<file path="src/rtl/ex_mem_stage.sv">
// EX/MEM pipeline stage: registers EX results, runs the req/ack data-memory
// handshake for loads/stores and stalls upstream while an access is pending.
// Optional: define MEM_TIMEOUT_EN to abort a WAIT lasting TIMEOUT_CYC cycles.
module ex_mem_stage #(
    parameter int unsigned DATA_W      = 16,
    parameter int unsigned RD_W        = 16,
    parameter int unsigned TIMEOUT_CYC = 15
) (
    input  logic              clk,
    input  logic              reset,
    input  logic              i_valid,
    input  logic              i_reg_write,
    input  logic              i_reg_store,
    input  logic              i_mem_read,
    input  logic              i_mem_write,
    input  logic [DATA_W-1:0] i_alu_result,
    input  logic [DATA_W-1:0] i_store_data,
    input  logic [RD_W-1:0]   i_rd,
    input  logic              i_flush,
    output logic              o_stall,
    output logic              mem_req,
    output logic              mem_we,
    output logic [DATA_W-1:0] mem_addr,
    output logic [DATA_W-1:0] mem_wdata,
    input  logic              mem_ack,
    input  logic [DATA_W-1:0] mem_rdata,
    output logic              o_valid,
    output logic              o_reg_write,
    output logic              o_reg_store,
    output logic [RD_W-1:0]   o_rd,
    output logic [DATA_W-1:0] o_alu_result,
    output logic [DATA_W-1:0] o_mem_data,
    output logic              o_mem_err
);

    typedef enum logic {IDLE = 1'b0, WAIT = 1'b1} state_t;

    state_t              state_q, state_d;
    logic                lat_we_q, lat_we_d;
    logic                lat_load_q, lat_load_d;
    logic                lat_reg_write_q, lat_reg_write_d;
    logic                lat_reg_store_q, lat_reg_store_d;
    logic [DATA_W-1:0]   lat_addr_q, lat_addr_d;
    logic [DATA_W-1:0]   lat_wdata_q, lat_wdata_d;
    logic [RD_W-1:0]     lat_rd_q, lat_rd_d;
    logic                valid_q, valid_d;
    logic                reg_write_q, reg_write_d;
    logic                reg_store_q, reg_store_d;
    logic [RD_W-1:0]     rd_q, rd_d;
    logic [DATA_W-1:0]   alu_q, alu_d;
    logic [DATA_W-1:0]   mem_data_q, mem_data_d;
`ifdef MEM_TIMEOUT_EN
    localparam int unsigned CNT_W = ($clog2(TIMEOUT_CYC + 1) > 4) ? $clog2(TIMEOUT_CYC + 1) : 4;
    logic [CNT_W-1:0]    cnt_q, cnt_d;
    logic                err_q, err_d;
`endif

    // Next-state, latch and output-slot logic
    always_comb begin
        state_d         = state_q;
        lat_we_d        = lat_we_q;
        lat_load_d      = lat_load_q;
        lat_reg_write_d = lat_reg_write_q;
        lat_reg_store_d = lat_reg_store_q;
        lat_addr_d      = lat_addr_q;
        lat_wdata_d     = lat_wdata_q;
        lat_rd_d        = lat_rd_q;
        valid_d         = 1'b0;
        reg_write_d     = 1'b0;
        reg_store_d     = reg_store_q;
        rd_d            = rd_q;
        alu_d           = alu_q;
        mem_data_d      = mem_data_q;
`ifdef MEM_TIMEOUT_EN
        cnt_d           = cnt_q;
        err_d           = 1'b0;
`endif
        case (state_q)
            IDLE: begin
                if (i_valid && !i_flush) begin
                    if (i_mem_read || i_mem_write) begin
                        state_d         = WAIT;
                        lat_we_d        = i_mem_write;
                        // a store wins when both ops are flagged
                        lat_load_d      = i_mem_read && !i_mem_write;
                        lat_reg_write_d = i_reg_write;
                        lat_reg_store_d = i_reg_store;
                        lat_addr_d      = i_alu_result;
                        lat_wdata_d     = i_store_data;
                        lat_rd_d        = i_rd;
`ifdef MEM_TIMEOUT_EN
                        cnt_d           = '0;
`endif
                    end else begin
                        valid_d     = 1'b1;
                        reg_write_d = i_reg_write;
                        reg_store_d = i_reg_store;
                        rd_d        = i_rd;
                        alu_d       = i_alu_result;
                        mem_data_d  = '0;
                    end
                end
            end
            WAIT: begin
                if (mem_ack) begin
                    state_d     = IDLE;
                    valid_d     = 1'b1;
                    reg_write_d = lat_reg_write_q;
                    reg_store_d = lat_reg_store_q;
                    rd_d        = lat_rd_q;
                    alu_d       = lat_addr_q;
                    mem_data_d  = lat_load_q ? mem_rdata : '0;
                end
`ifdef MEM_TIMEOUT_EN
                else if (cnt_q == CNT_W'(TIMEOUT_CYC - 1)) begin
                    state_d     = IDLE;
                    valid_d     = 1'b1;
                    reg_store_d = lat_reg_store_q;
                    rd_d        = lat_rd_q;
                    alu_d       = lat_addr_q;
                    mem_data_d  = '0;
                    err_d       = 1'b1;
                end else begin
                    cnt_d = cnt_q + 1'b1;
                end
`endif
            end
            default: state_d = IDLE;
        endcase
    end

    // State and pipeline registers, synchronous active-high reset
    always_ff @(posedge clk) begin
        if (reset) begin
            state_q         <= IDLE;
            lat_we_q        <= 1'b0;
            lat_load_q      <= 1'b0;
            lat_reg_write_q <= 1'b0;
            lat_reg_store_q <= 1'b0;
            lat_addr_q      <= '0;
            lat_wdata_q     <= '0;
            lat_rd_q        <= '0;
            valid_q         <= 1'b0;
            reg_write_q     <= 1'b0;
            reg_store_q     <= 1'b0;
            rd_q            <= '0;
            alu_q           <= '0;
            mem_data_q      <= '0;
`ifdef MEM_TIMEOUT_EN
            cnt_q           <= '0;
            err_q           <= 1'b0;
`endif
        end else begin
            state_q         <= state_d;
            lat_we_q        <= lat_we_d;
            lat_load_q      <= lat_load_d;
            lat_reg_write_q <= lat_reg_write_d;
            lat_reg_store_q <= lat_reg_store_d;
            lat_addr_q      <= lat_addr_d;
            lat_wdata_q     <= lat_wdata_d;
            lat_rd_q        <= lat_rd_d;
            valid_q         <= valid_d;
            reg_write_q     <= reg_write_d;
            reg_store_q     <= reg_store_d;
            rd_q            <= rd_d;
            alu_q           <= alu_d;
            mem_data_q      <= mem_data_d;
`ifdef MEM_TIMEOUT_EN
            cnt_q           <= cnt_d;
            err_q           <= err_d;
`endif
        end
    end

    assign o_stall      = (state_q == WAIT);
    assign mem_req      = (state_q == WAIT);
    assign mem_we       = lat_we_q;
    assign mem_addr     = lat_addr_q;
    assign mem_wdata    = lat_wdata_q;
    assign o_valid      = valid_q;
    assign o_reg_write  = reg_write_q;
    assign o_reg_store  = reg_store_q;
    assign o_rd         = rd_q;
    assign o_alu_result = alu_q;
    assign o_mem_data   = mem_data_q;
`ifdef MEM_TIMEOUT_EN
    assign o_mem_err    = err_q;
`else
    assign o_mem_err    = 1'b0;
`endif

endmodule

</file>
<file path="config.mk">
export PLATFORM = sky130hd
export DESIGN_NAME = ex_mem_stage
export DESIGN_NICKNAME = d
export VERILOG_FILES = /design/src/rtl/ex_mem_stage.sv
export SDC_FILE = /design/constraint.sdc
export NUM_CORES = 1
export LEC_CHECK = 0
export ABC_AREA = 1
export CAP_MARGIN = 20
export CORE_AREA = 2 2 115 95
export DETAILED_ROUTE_END_ITERATION = 16
export DIE_AREA = 0 0 117 97
export GPL_TIMING_DRIVEN = 0
export PLACE_DENSITY = 0.79
export SYNTH_ARGS = -nofsm -noshare
export SYNTH_HDL_FRONTEND = slang
export SYNTH_SLANG_ARGS = --single-unit
export TNS_END_PERCENT = 10
</file>
<file path="constraint.sdc">
create_clock -name clk -period 1.4 [get_ports clk]
set_input_delay 0.21 -clock clk [delete_from_list [all_inputs] [get_ports clk]]
set_output_delay 0.21 -clock clk [all_outputs]
set_load 0.02 [all_outputs]
</file>
==> metrics.txt, run 1 <==
status=finished, final reports clean; total track usage=22.7%; Initial DRC Count=290; dpl ws=-0.482 ns; asr flop ratio synth=0%; worst reg2reg path depth=6; number of nets still failing antenna checks after routing=0; list of most frequent post-synthesis cells=nor2_1 (204), nand2_1 (157), dfxtp_1 (104); DRT Pass-1 Iters=5; ratio of final minimum period to clock period=96.8%; Synth Register Bits=104; worst r2r src=mem_req; PD cells=1050 nW/µm²; first-pass GRT wire length=20.4 mm; Top FF cell, synth=dfxtp_1; Total Wirelength=13.1 mm; final hold vios=0; design area=6510 µm²; Critical Path RT=1.19 ns; leading area contributor after synthesis=dfxtp_1; Max-Cap Viols=0; synth warn=0; Peak VDD IR=0.000939 V; RSZ-0062 raised after global routing=true; vias in the first global route=4287; EDFF count, synth=0; Leakage=3.42 nW; pins over their slew limit=0; nets=932; Hold WC Path Type=in -> reg; hold path depth=2; Initial Utilization=44.2%; Synth top area share=46.5%; cell with the most instances after synthesis=nor2_1; Placer Congestion=0.892; final setup skew=0.00532 ns; syn nets=760; I/O Buffers=157; clock input transition at the sequential cells of the worst setup and hold paths=0.06 ns; Placed Area=6220 µm²; final setup margin=0.0442 ns; Gate Count Post-Synth=687; WL/cell=13.1 µm; synth top area cells=dfxtp_1 (47%), nor2_1 (17%), nand2_1 (13%), nand3_1 (5.8%), inv_1 (5.0%); CTS max path bufs=2; arrival time at the worst endpoint=1.15 ns; DP Cell Count=984; largest net degree at the start of global routing=16; CP Max Fanout=6; Setup crit start=mem_req; CTS Buf Count=9; H-Tree Depth=3; synthesized area=4470 µm²; Yosys cell types=17; slowest stage delay, CP=0.41 ns; # diodes=0; Avg Inst Size Synth=6.51 µm²; Seq/Total Area, Yosys=46.5%; initial antenna violation count=0; core area=10100 µm²; fmax=738 MHz; via count=4695; DR DRC count=0; Min Clock Period, post-route=1.36 ns; Crit-path slowest cell=dfxtp_4; Via density=4.68; critical path capture point type=output port; TritonCTS clock tree=yes; Crit Path Class=reg -> out; CTS Root Cell=clkbuf_16; CTS sink cnt=104; area grow syn2layout=45.6%; DP Wirelength=9.93 mm; die area=11300 µm²; Critical Path Start Type=register; die height=97 µm; clk_lat worst skew=0.34 ns; hold_sp=reset; num ports=160; share of layout cells above drive strength 1=7.42%; Critical Path, Cell by Cell=buf_4, clkdlybuf4s15_1; die width=117 µm; final setup fails=0; total congestion overflow=0; row count=33; post-route insts no fill=1003
## worst paths after layout
| kind | slack, ns | endpoint |
|---|---|---|
| setup / recovery | 0.04 | o_stall |
| hold / removal | 0.21 | o_valid |
| setup reg to reg | 0.06 | o_alu_result[3] |
| hold reg to reg | 0.48 | o_mem_data[12] |
## routing by layer
metal / GRT usage (%) / part of all wire [%] / vias to the layer above / routed length (µm)
met5: 0 / 0 / - / 0
met3: 6.77 / 8.9 / 22 / 1170
li1: - / - / 2431 / -
met2: 36.1 / 44 / 170 / 5790
met1: 30.3 / 45 / 2072 / 5940
met4: 5.34 / 1.6 / 0 / 213
## layout make-up
| cell class | instances | area (µm²) |
|---|---|---|
| buffer | 45 | 259 |
| clock buffer | 12 | 256 |
| clock inverter | 3 | 17.5 |
| fill | 931 | 3600 |
| inverter | 62 | 235 |
| multi-input combinational | 476 | 1980 |
| sequential | 104 | 2090 |
| tap | 140 | 175 |
| timing repair buffer | 161 | 1500 |
## worst max-delay path: cells and delay by family, from the launching register on
family	cells	cell delay (ns)
flops	1	0.41
buf+inv	2	0.40
## stage by stage
| step | power, mW | util, % | setup TNS (ns) | hold WS [ns] |
|---|---|---|---|---|
| after floorplan | 4.00 | - | 0 | 0.353 |
| after global placement | 4.64 | 61.5 | -36.69 | 0.457 |
| after detailed placement | 4.67 | 61.5 | -39.10 | 0.470 |
| after CTS | 6.88 | 63.4 | 0 | 0.194 |
| after global routing | 7.17 | 64.4 | -0.0193 | 0.214 |
| final | 6.86 | 64.4 | 0 | 0.205 |
## state kept, by name, indices dropped and copies added (netlist names)
register and count:
lat_rd_q 16, mem_addr 16, mem_wdata 16, o_alu_result 16, o_mem_data 16, o_rd 16, lat_load_q 1, lat_reg_store_q 1
lat_reg_write_q 1, mem_req 1, mem_we 1, o_reg_store 1, o_reg_write 1, o_valid 1
## power by group
part / total (mW) / internal (mW) / switching, mW
logic: 1.29 / 0.556 / 0.738
clock network: 2.33 / 1.29 / 1.04
registers: 3.24 / 3.14 / 0.101
total: 6.86 / 4.98 / 1.88
## timing repair
item,4_1_cts,5_1_grt
hold endpoints to repair,0,0
resized for setup,97,33
gates cloned,0,0
hold buffers,0,0
pin swaps,0,2
setup endpoints to repair,184,96
setup buffers,0,4
## logic make-up (layout without fill, tap and decap cells)
logic type | Yosys count | count (layout) | synth area share (%)
buffers and inverters | 107 | 283 | 10.2
AOI/OAI and AO/OA | 59 | 59 | 6.60
and+or+nand+nor | 416 | 416 | 36.6
other | 1 | 1 | 0.0838
DFF | 104 | 104 | 46.5
## layout by cell type, fill, tap and decap left out, drive strengths merged
| master | count |
|---|---|
| a21oi | 9 |
| buf | 28 |
| clkbuf | 33 |
| clkdlybuf4s15 | 1 |
| clkdlybuf4s50 | 68 |
| clkinv | 2 |
| clkinvlp | 1 |
| conb | 1 |
| dfxtp | 104 |
| dlygate4sd2 | 85 |
| dlymetal6s2s | 3 |
| inv | 62 |
| nand2 | 157 |
| nand3 | 53 |
| nand4 | 1 |
| nor2 | 205 |
| o21ai | 50 |
(Power assumes the default switching activity.)
==> run 2, diff against run 1 <==
- ABC_AREA: 1 -> not set
- CORE_AREA: 2 2 115 95 -> 2 2 122 100
- DIE_AREA: 0 0 117 97 -> 0 0 124 102
==> run 2 against run 1 <==
  * The flow now finishes with violations (negative setup slack)
  * Global-route usage grew 1.3 points
  * Design area grew 18%
  * Core utilization grew 2.9 points
  * Flip-flop and latch count is the same
  * Hold slack lost 0.042 ns
  * Largest power group unchanged
==> metrics.txt, run 2 <==
WL/cell=18.3 µm (+40%); TritonCTS clock tree=yes; Avg Inst Size Synth=10.4 µm² (+60%); synth top area cells=dfxtp_1 (39%), nand2b_1 (12%), mux2i_1 (9.5%), nor4_2 (6.9%), nor3_2 (5.5%); CP Max Fanout=6 (unchanged); Leakage=3.23 nW (-5.5%); clk_lat worst skew=0.34 ns (about the same); Total Wirelength=15.4 mm (+18%); Critical Path Start Type=register; final hold vios=0 (unchanged); post-layout util=67.2% (+2.9 points); design area=7650 µm² (+18%); die height=102 µm (+5.2%); Seq pwr share=44.5% (-2.7 points); status=finished with violations; CTS max path bufs=2 (unchanged); cell with the most instances after synthesis=dfxtp_1; Min Clock Period, post-route=1.51 ns (+0.157 ns); vias in the first global route=4707 (+9.8%); largest net degree at the start of global routing=17 (+1); initial antenna violation count=0 (unchanged); ratio of final minimum period to clock period=108% (+11 points); Via density=5.39 (+15%); RSZ-0062 raised after global routing=true; Gate Count Post-Synth=508 (-26%); total congestion overflow=0 (unchanged); final setup skew=0.00707 ns (+0.00174 ns); fmax=661 MHz (-10%); CTS Root Cell=clkbuf_16; num ports=160 (unchanged); Synth Register Bits=104 (unchanged); crit-path leading delay family=buffers and inverters; I/O Buffers=158 (+0.64%); DR DRC count=0 (unchanged); leading area contributor after synthesis=dfxtp_1; syn nets=581 (-24%); row count=35 (+6.1%); Initial DRC Count=229 (-21%); via count=4555 (-3.0%); asr flop ratio synth=0% (unchanged); most frequent cells in the layout=dfxtp_1 (103), nand2b_1 (101), dlygate4sd2_1 (89), clkdlybuf4s50_1 (66), mux2i_1 (48); sw frac=26.8% (-0.56 points); die area=12600 µm² (+11%); EDFF count, synth=0 (unchanged); Hold WC Path Type=in -> reg; PD cells=943 nW/µm² (-11%); Placed Area=7070 µm² (+14%); total track usage=24.0% (+1.3 points); Critical Path, Cell by Cell=buf_8, nor3b_4, nor2b_4, buf_12, clkbuf_16, mux2i_1; H-Tree Depth=3 (unchanged); Crit Path Class=reg -> reg; clock input transition at the sequential cells of the worst setup and hold paths=0.06 ns (about the same); critical path capture point type=register; arrival time at the worst endpoint=1.78 ns (+0.63 ns); Top FF cell, synth=dfxtp_1; number of nets still failing antenna checks after routing=0 (unchanged); first-pass GRT wire length=23.8 mm (+16%); Seq/Total Area, Yosys=39.4% (-7.1 points); failing checks=negative setup slack; Switch Pwr=1.94 mW (+3.0%); nets=765 (-18%); Placer Congestion=0.782 (-12%); core area=11400 µm² (+13%); CP Buf/Inv Count=3 (+1); DRT Pass-1 Iters=5 (unchanged); Initial Utilization=46.4% (+2.1 points); Critical Path RT=1.67 ns (+0.48 ns); Yosys cell types=31 (+14); DP Wirelength=10.8 mm (+8.7%); die width=124 µm (+6.0%); CTS Buf Count=9 (unchanged); synthesized area=5280 µm² (+18%); Peak VDD IR=0.000748 V (-20%); internal cell power=5.28 mW (+5.9%); final setup fails=50 (+50); pins over their slew limit=0 (unchanged); synth warn=0 (unchanged); Synth top area share=39.4% (-7.1 points); CTS sink cnt=104 (unchanged); slowest stage delay, CP=0.35 ns (-0.06 ns); Max-Cap Viols=0 (unchanged); final setup margin=-0.113 ns (-0.157 ns); share of layout cells above drive strength 1=21.5% (+14 points); clock share of power=35.2% (+1.3 points); Comb pwr share=20.2% (+1.4 points); # diodes=0 (unchanged); area grow syn2layout=45.0%; fillcell total=925 (-0.64%); Crit-path slowest cell=dfxtp_4; CTS Hold Buffers Added=0 (unchanged); most common cell after layout, fill and taps aside=dfxtp_1; list of most frequent post-synthesis cells=dfxtp_1 (104), nand2b_1 (101), mux2i_1 (50)
run 2: cell type report:
cell class	instances	area, µm²	area share [%]
buffer	50	523	6.83
clock buffer	11	243	3.17
clock inverter	5	56.3	0.736
inverter	1	5.00	0.0654
multi-input combinational	353	2870	37.5
sequential	104	2090	27.3
tap	148	185	2.42
timing repair buffer	173	1680	22.0
run 2: final timing paths:
path	from	endpoint	slack [ns]	cells after the start
max	mem_req	lat_reg_store_q	-0.11	6
min reg2reg	mem_wdata[13]	mem_wdata[13]	0.47	2
max reg2reg	mem_req	lat_reg_store_q	-0.11	6
min	i_mem_write	lat_load_q	0.16	2
run 2: cell families after synthesis:
group / synth area share (%)
AO/OA/AOI/OAI: 8.70
buffers and inverters: 7.75
flip-flops: 39.5
multiplexers: 9.48
other: 0.0711
AND/OR/NAND/NOR: 34.5
run 2: per-layer routing:
layer | global-route usage, % | part of all wire, % | up-vias | routed length, µm
met2 | 40.3 | 47 | 160 | 7310
li1 | - | - | 2164 | -
met3 | 8.48 | 8.4 | 18 | 1290
met5 | 0 | 0 | - | 0
met4 | 5.88 | 1.3 | 0 | 193
met1 | 29.6 | 43 | 2213 | 6620
run 2: stage by stage:
step | setup TNS, ns | worst slack [ns] | hold slack (ns) | std cells | total power, mW
2_1_floorplan | -3.45 | -0.0512 | 0.307 | 508 | 4.04
3_3_place_gp | -58.79 | -0.785 | 0.457 | 814 | 4.66
3_5_place_dp | -62.57 | -0.803 | 0.459 | 814 | 4.70
4_1_cts | -4.50 | -0.126 | 0.348 | 836 | 7.14
5_1_grt | -7.21 | -0.207 | 0.172 | 845 | 7.48
6_report | -3.69 | -0.113 | 0.163 | 845 | 7.21
run 2: what timing repair did:
| item | 4_1_cts | 5_1_grt |
|---|---|---|
| pin swaps | 4 | 2 |
| gates resized for setup | 117 | 38 |
| endpoints found under the hold margin | 0 | 0 |
| buffers inserted | 6 | 3 |
| setup endpoints to repair | 190 | 95 |
| cloned | 0 | 6 |
run 2: power groups by stage:
stage / sequential (mW) / combinational, mW / clock (mW)
6_report: 3.21 / 1.46 / 2.54
5_1_grt: 3.23 / 1.56 / 2.69
4_1_cts: 3.21 / 1.36 / 2.57
3_5_place_dp: 3.28 / 1.42 / 0
3_3_place_gp: 3.27 / 1.39 / 0
2_1_floorplan: 3.40 / 0.644 / 0
